## src/rtl/mkh_pkg.sv

```systemverilog
// Shared types and helpers for the masked Keccak run controller.
// Imported by masked_keccak_harness.
package mkh_pkg;

   typedef enum logic [2:0] {
      IDLE,
      SHARE,
      LAUNCH,
      WAIT,
      UNMASK,
      DONE
   } state_t;

   // Width of a counter that must hold every value 0..timeout inclusive.
   function automatic int mkh_cnt_width(input int timeout);
      return $clog2(timeout + 1);
   endfunction

endpackage

```

## src/rtl/mkh_xor_reduce.sv

```systemverilog
// XOR of N packed W-bit words; used both to build the last Boolean share
// and to recombine the core's output shares.
module mkh_xor_reduce #(
   parameter int N = 2,
   parameter int W = 8
) (
   input  logic [N*W-1:0] words,
   output logic [W-1:0]   result
);

   // NOTE: assigning a default before the loop keeps this block purely
   // combinational; a path that skips the assignment would infer a latch.
   always_comb begin
      result = '0;
      for (int i = 0; i < N; i++) begin
         result ^= words[i*W +: W];
      end
   end

endmodule

```

## src/rtl/masked_keccak_harness.sv

```systemverilog
// Run controller for a masked Keccak core: shares the input, launches the
// core, unmasks the result and cross-checks repeated runs.
// Optional known-answer compare is enabled by defining MKH_KAT_CHECK_EN.
module masked_keccak_harness
   import mkh_pkg::*;
#(
   parameter int D       = 1,
   parameter int W       = 200,
   parameter int RUN_W   = 4,
   parameter int TIMEOUT = 64
) (
   input  logic                 Clock,
   input  logic                 Reset,
   input  logic                 Start,
   input  logic [RUN_W-1:0]     Runs,
   input  logic [W-1:0]         InData,
   input  logic [D*W-1:0]       MaskRand,
   output logic                 Busy,
   output logic                 Done,
   output logic [W-1:0]         OutData,
   output logic                 Mismatch,
   output logic                 Timeout,
   output logic [RUN_W-1:0]     RunCount,
   output logic                 CoreReset,
   output logic [(D+1)*W-1:0]   CoreIn,
   input  logic                 CoreReady,
   input  logic [(D+1)*W-1:0]   CoreOut
`ifdef MKH_KAT_CHECK_EN
   ,
   input  logic [W-1:0]         ExpData,
   output logic                 Pass
`endif
);

   localparam int CNT_W = mkh_cnt_width(TIMEOUT);

   state_t                state, state_next;
   logic [W-1:0]          in_q;
   logic [W-1:0]          result_q;
   logic [RUN_W-1:0]      runs_q;
   logic [CNT_W-1:0]      cnt_q;
   logic                  ready_q;
   logic                  ready_edge;
   logic                  cnt_expired;
   logic                  last_run;
   logic [W-1:0]          mask_xor;
   logic [W-1:0]          out_xor;
   logic [(D+1)*W-1:0]    shares;
`ifdef MKH_KAT_CHECK_EN
   logic [W-1:0]          exp_q;
`endif

   mkh_xor_reduce #(.N(D), .W(W)) u_mask_xor (
      .words  (MaskRand),
      .result (mask_xor)
   );

   mkh_xor_reduce #(.N(D + 1), .W(W)) u_unmask (
      .words  (CoreOut),
      .result (out_xor)
   );

   // Top share carries the data; lower shares are the raw masks.
   assign shares      = {in_q ^ mask_xor, MaskRand};
   assign ready_edge  = CoreReady & ~ready_q;
   assign cnt_expired = (cnt_q == CNT_W'(TIMEOUT));
   assign last_run    = (({1'b0, RunCount} + 1'b1) >= {1'b0, runs_q});

   assign Busy      = (state != IDLE);
   assign Done      = (state == DONE);
   assign CoreReset = (state != WAIT);

   always_comb begin
      state_next = state;
      unique case (state)
         IDLE:    if (Start) state_next = SHARE;
         SHARE:   state_next = LAUNCH;
         LAUNCH:  state_next = WAIT;
         WAIT: begin
            if (ready_edge)       state_next = UNMASK;
            else if (cnt_expired) state_next = DONE;
         end
         UNMASK:  state_next = last_run ? DONE : SHARE;
         DONE:    state_next = IDLE;
         default: state_next = IDLE;
      endcase
   end

   // NOTE: all state is updated with non-blocking assignments so every
   // register samples pre-edge values regardless of statement order.
   always_ff @(posedge Clock) begin
      if (Reset) begin
         state    <= IDLE;
         in_q     <= '0;
         result_q <= '0;
         runs_q   <= '0;
         cnt_q    <= '0;
         ready_q  <= 1'b0;
         OutData  <= '0;
         Mismatch <= 1'b0;
         Timeout  <= 1'b0;
         RunCount <= '0;
         CoreIn   <= '0;
`ifdef MKH_KAT_CHECK_EN
         exp_q    <= '0;
         Pass     <= 1'b0;
`endif
      end else begin
         state   <= state_next;
         ready_q <= CoreReady;
         unique case (state)
            IDLE: begin
               if (Start) begin
                  in_q     <= InData;
                  runs_q   <= (Runs == '0) ? RUN_W'(1) : Runs;
                  Mismatch <= 1'b0;
                  Timeout  <= 1'b0;
                  RunCount <= '0;
`ifdef MKH_KAT_CHECK_EN
                  exp_q    <= ExpData;
`endif
               end
            end
            SHARE:  CoreIn <= shares;
            LAUNCH: cnt_q  <= '0;
            WAIT: begin
               cnt_q <= cnt_q + 1'b1;
               // A Ready edge in the final counted cycle still counts as success.
               if (ready_edge)       result_q <= out_xor;
               else if (cnt_expired) Timeout  <= 1'b1;
            end
            UNMASK: begin
               RunCount <= RunCount + 1'b1;
               if (RunCount == '0)          OutData  <= result_q;
               else if (result_q != OutData) Mismatch <= 1'b1;
            end
            DONE: begin
`ifdef MKH_KAT_CHECK_EN
               Pass <= (OutData == exp_q) & ~Mismatch & ~Timeout;
`endif
            end
            default: ;
         endcase
      end
   end

endmodule

```

## config.mk

```make
export PLATFORM = sky130hd
export DESIGN_NAME = masked_keccak_harness
export DESIGN_NICKNAME = d
export VERILOG_FILES = /design/src/rtl/mkh_pkg.sv /design/src/rtl/mkh_xor_reduce.sv /design/src/rtl/masked_keccak_harness.sv
export SDC_FILE = /design/constraint.sdc
export NUM_CORES = 2
export LEC_CHECK = 0
export CORE_AREA = 5 5 544 546
export CTS_BUF_LIST = sky130_fd_sc_hd__clkbuf_4 sky130_fd_sc_hd__clkbuf_8
export CTS_CLUSTER_DIAMETER = 60
export DETAILED_ROUTE_END_ITERATION = 10
export DIE_AREA = 0 0 549 551
export DONT_BUFFER_PORTS = 1
export PLACE_DENSITY = 0.3
export SYNTH_ARGS = -nofsm -noshare
export SYNTH_HDL_FRONTEND = slang
export SYNTH_SLANG_ARGS = --single-unit
```

## constraint.sdc

```tcl
create_clock -name Clock -period 2.1 [get_ports Clock]
set_input_delay 0.525 -clock Clock [delete_from_list [all_inputs] [get_ports Clock]]
set_output_delay 0.525 -clock Clock [all_outputs]
set_load 0.02 [all_outputs]
```

==> results.md <==
- Row cnt: 198
- Final Util: 22.38%
- Largest net degree at the start of global routing: 197
- Status: finished, violations left
- Initial Utilization: 14.37%
- Max IR drop VDD: 0.5098 mV
- Clock root cell: clkbuf_8
- YS warnings: 0
- Failing checks: negative setup slack
- Largest family of logic cells by synthesized area: compound AO/OA/AOI/OAI gates
- Final cell count without fillers: 10,110
- Setup ws final: -0.2016 ns
- Multi-input logic area: 0.01976 sq mm
- Antenna-violating nets left: 0
- Max transition margin: 21.77%
- Crit Path Max Fanout: 4
- Gpl congestion: 0.8412
- Req. time, crit path: 1.57 ns
- Num CTS Buffers: 215
- Yosys reg bits: 1,021
- # fillers: 31,930
- Hold Startpoint: Reset
- Pwr per Cell Area: 860.6 mW/mm^2
- Hpwl dp: 196,000 microns
- Adder-cell share of the synthesized area: 0.2401%
- Crit share post-route: 109.6%
- Worst-path cell chain: buf_6, inv_8, nor3b_4, buf_6
- Post-synthesis xor/xnor area fraction: 12.65%
- Post-route DRC: 0
- CP max stage cell: dfxtp_2
- Vias per cell: 3.838
- Setup crit start kind: register
- Via count: 38,810
- Layout cells sized above 1: 26.07%
- Top delay family on crit path: buffers and inverters
- Crit Path Class: reg -> out
- Seq/Total Area, Yosys: 49.03%
- Endpoints failing setup: 4
- Fin crit period: 2.302 ns
- CP endpoint kind: output pin
- 1st-iter DRT viols: 2,077
- Pre-CTS WS: -1.564 ns
- Setup crit start: state[0]
- Total GRT Usage: 15.61%
- CTS Buffer Depth: 4
- Area grow syn2layout: 55.76%
- Max-cap viol count: 0
- Cells after DPL: 8,763
- Synthesized area per cell: 8.771 sq um
- Port Buf Inserts: 0
- First-pass DRT Iterations: 8
- Core area: 0.2901 sq mm
- Clk_lat worst skew: 0.96 ns
- Die Ht: 551 microns
- Clk sink count: 1,021
- Total gr overflow: 0
- Reg area: 0.02097 sq mm
- Synth Cell Area: 0.04169 sq mm
- Synth cell types: 41
- Reg2reg start: OutData[105]
- Die width: 549 microns
- Most frequent CP cell: buf_6
- Leakage: 22.65 nW
- H-Tree Level Count: 4
- Die area: 0.3025 sq mm
- Syn_nets: 5,569
- Most common cell after layout, fill and taps aside: nand2_1
- Worst Tran Pin Value: 1.173 ns
- Initial antenna violation count: 85
- WL final: 250,800 microns
- RSZ-0062 raised after global routing: true
- Vias in the first global route: 39,370
- Compound-Gate Fraction of Synth Area: 17.17%
- Most frequent cells in the layout: 1,222 x nand2_1, 796 x dlygate4sd3_1, 639 x dfxtp_1, 617 x a21oi_1, 508 x xnor2_1
- CTS tree: yes
- Slew Viols, Final: 0
- Crit path buffers/inverters: 3
- Fin nets: 6,839
- # IOs: 1,417
- DR WL/cell: 24.80 microns
- Simple-Gate Fraction of Synth Area: 16.37%
- Clk pin slew, worst setup/hold paths: 0.06 ns
- First-pass GRT wire length: 332,200 microns
- Critical Path Max Stage Delay: 0.34 ns
- Achievable frequency: 434.5 MHz
- Post-synthesis mux area share: 0%
- Post-Synthesis Cells: 4,753
- Worst Path Arrival: 1.78 ns
- Worst Hold Class: in -> reg
- Final Hold Fails: 0
- Worst Skew: 0.1384 ns
==> Yosys cell counts <==
master,count,area [sq um]
a2111oi_0,1,8.760
a211oi_1,200,1501
a211oi_2,200,2502
a21o_1,1,7.510
a21oi_1,617,3088
a221oi_1,1,8.760
a22oi_1,1,7.510
a31oi_1,1,6.260
a41oi_1,1,8.760
and2_1,1,6.260
and3_1,1,6.260
buf_1,3,11.26
buf_2,129,645.6
buf_4,26,195.2
buf_6,41,461.7
buf_8,1,15.01
clkbuf_1,139,521.8
dfxtp_1,1021,20440
ha_1,8,100.1
inv_1,10,37.54
inv_2,1,3.750
nand2_1,1224,4594
nand2_4,1,11.26
nand2b_1,3,18.77
nand3_1,8,40.04
nand4_1,39,244.0
nor2_1,420,1577
nor2_4,1,11.26
nor2_8,1,20.02
nor2b_1,2,12.51
nor3_1,11,55.05
nor3_2,1,10.01
nor3_4,1,16.27
nor3b_1,3,22.52
nor4_1,25,156.4
o21ai_0,4,20.02
or2_2,1,6.260
or3_1,1,6.260
or4b_1,1,10.01
xnor2_1,533,4668
xor2_1,69,604.3
==> cell families after synthesis <==
logic type / Yosys count
flip-flops: 1021
AND/OR/NAND/NOR: 1745
adder cells (fa/ha/maj): 8
XOR/XNOR: 602
buffers and inverters: 350
AO/OA/AOI/OAI: 1027
==> power by group <==
| part | internal (mW) | total [mW] | switching, mW | leakage [nW] |
|---|---|---|---|---|
| logic | 3.82 | 8.62 | 4.79 | 11.6 |
| clock network | 14.2 | 24.0 | 9.81 | 2.52 |
| registers | 20.8 | 23.3 | 2.47 | 8.49 |
| total | 38.8 | 55.9 | 17.1 | 22.7 |
==> repair_timing <==
item	in CTS	in global routing
setup endpoints to repair	663	96
hold buffers	796	0
gates cloned	3	2
gates resized for setup	687	67
buffers inserted	139	6
endpoints found under the hold margin	801	0
pin swaps	2	25
==> state kept, by name, summed over array words and instances, names as in the netlist <==
register,count
Mismatch,1
ready_q,1
cnt_q,7
OutData,200
runs_q,4
CoreIn,400
Timeout,1
RunCount,4
in_q,200
result_q,200
state,3
==> layout make-up <==
| class | instances | share of cell area (%) |
|---|---|---|
| Clock buffer | 345 | 6.571 |
| Timing Repair Buffer | 1392 | 22.22 |
| Tap cell | 3900 | 7.515 |
| Clock inverter | 36 | 0.8035 |
| Antenna cell | 26 | 0.1002 |
| Sequential cell | 1021 | 32.29 |
| Inverter | 11 | 0.07515 |
| Multi-Input combinational cell | 3382 | 30.42 |
==> per-stage QoR <==
stage	power [mW]	hold slack [ns]	instance area [sq um]	TNS, ns
2_1_floorplan	26.97	0.4363	41690	0
3_3_place_gp	29.81	0.4515	48700	-0.3613
3_5_place_dp	30.26	0.4502	48840	-644.53
4_1_cts	56.91	0.009413	64400	-7.236
5_1_grt	58.53	0.07360	64900	-2.877
6_report	55.88	0.1576	64930	-0.5682
==> layer usage <==
layer  wire [microns]  vias up  part of all wire [%]  track usage [%]
met3            27470      375                    11            7.096
met5              217        -                 0.087                0
met2           120000     1436                    48            26.76
li1                 -    18440                     -                -
met4             5977       34                   2.4            3.719
met1            97150    18530                    39            17.65
==> worst paths after layout <==
path,end,slack (ns),depth (start not counted)
setup / recovery,Done,-0.20,4
hold / removal,CoreIn[92],0.16,2
setup reg to reg,Mismatch,-0.01,7
hold reg to reg,OutData[176],0.39,2
No activity file was read; power rests on OpenSTA's default activity.
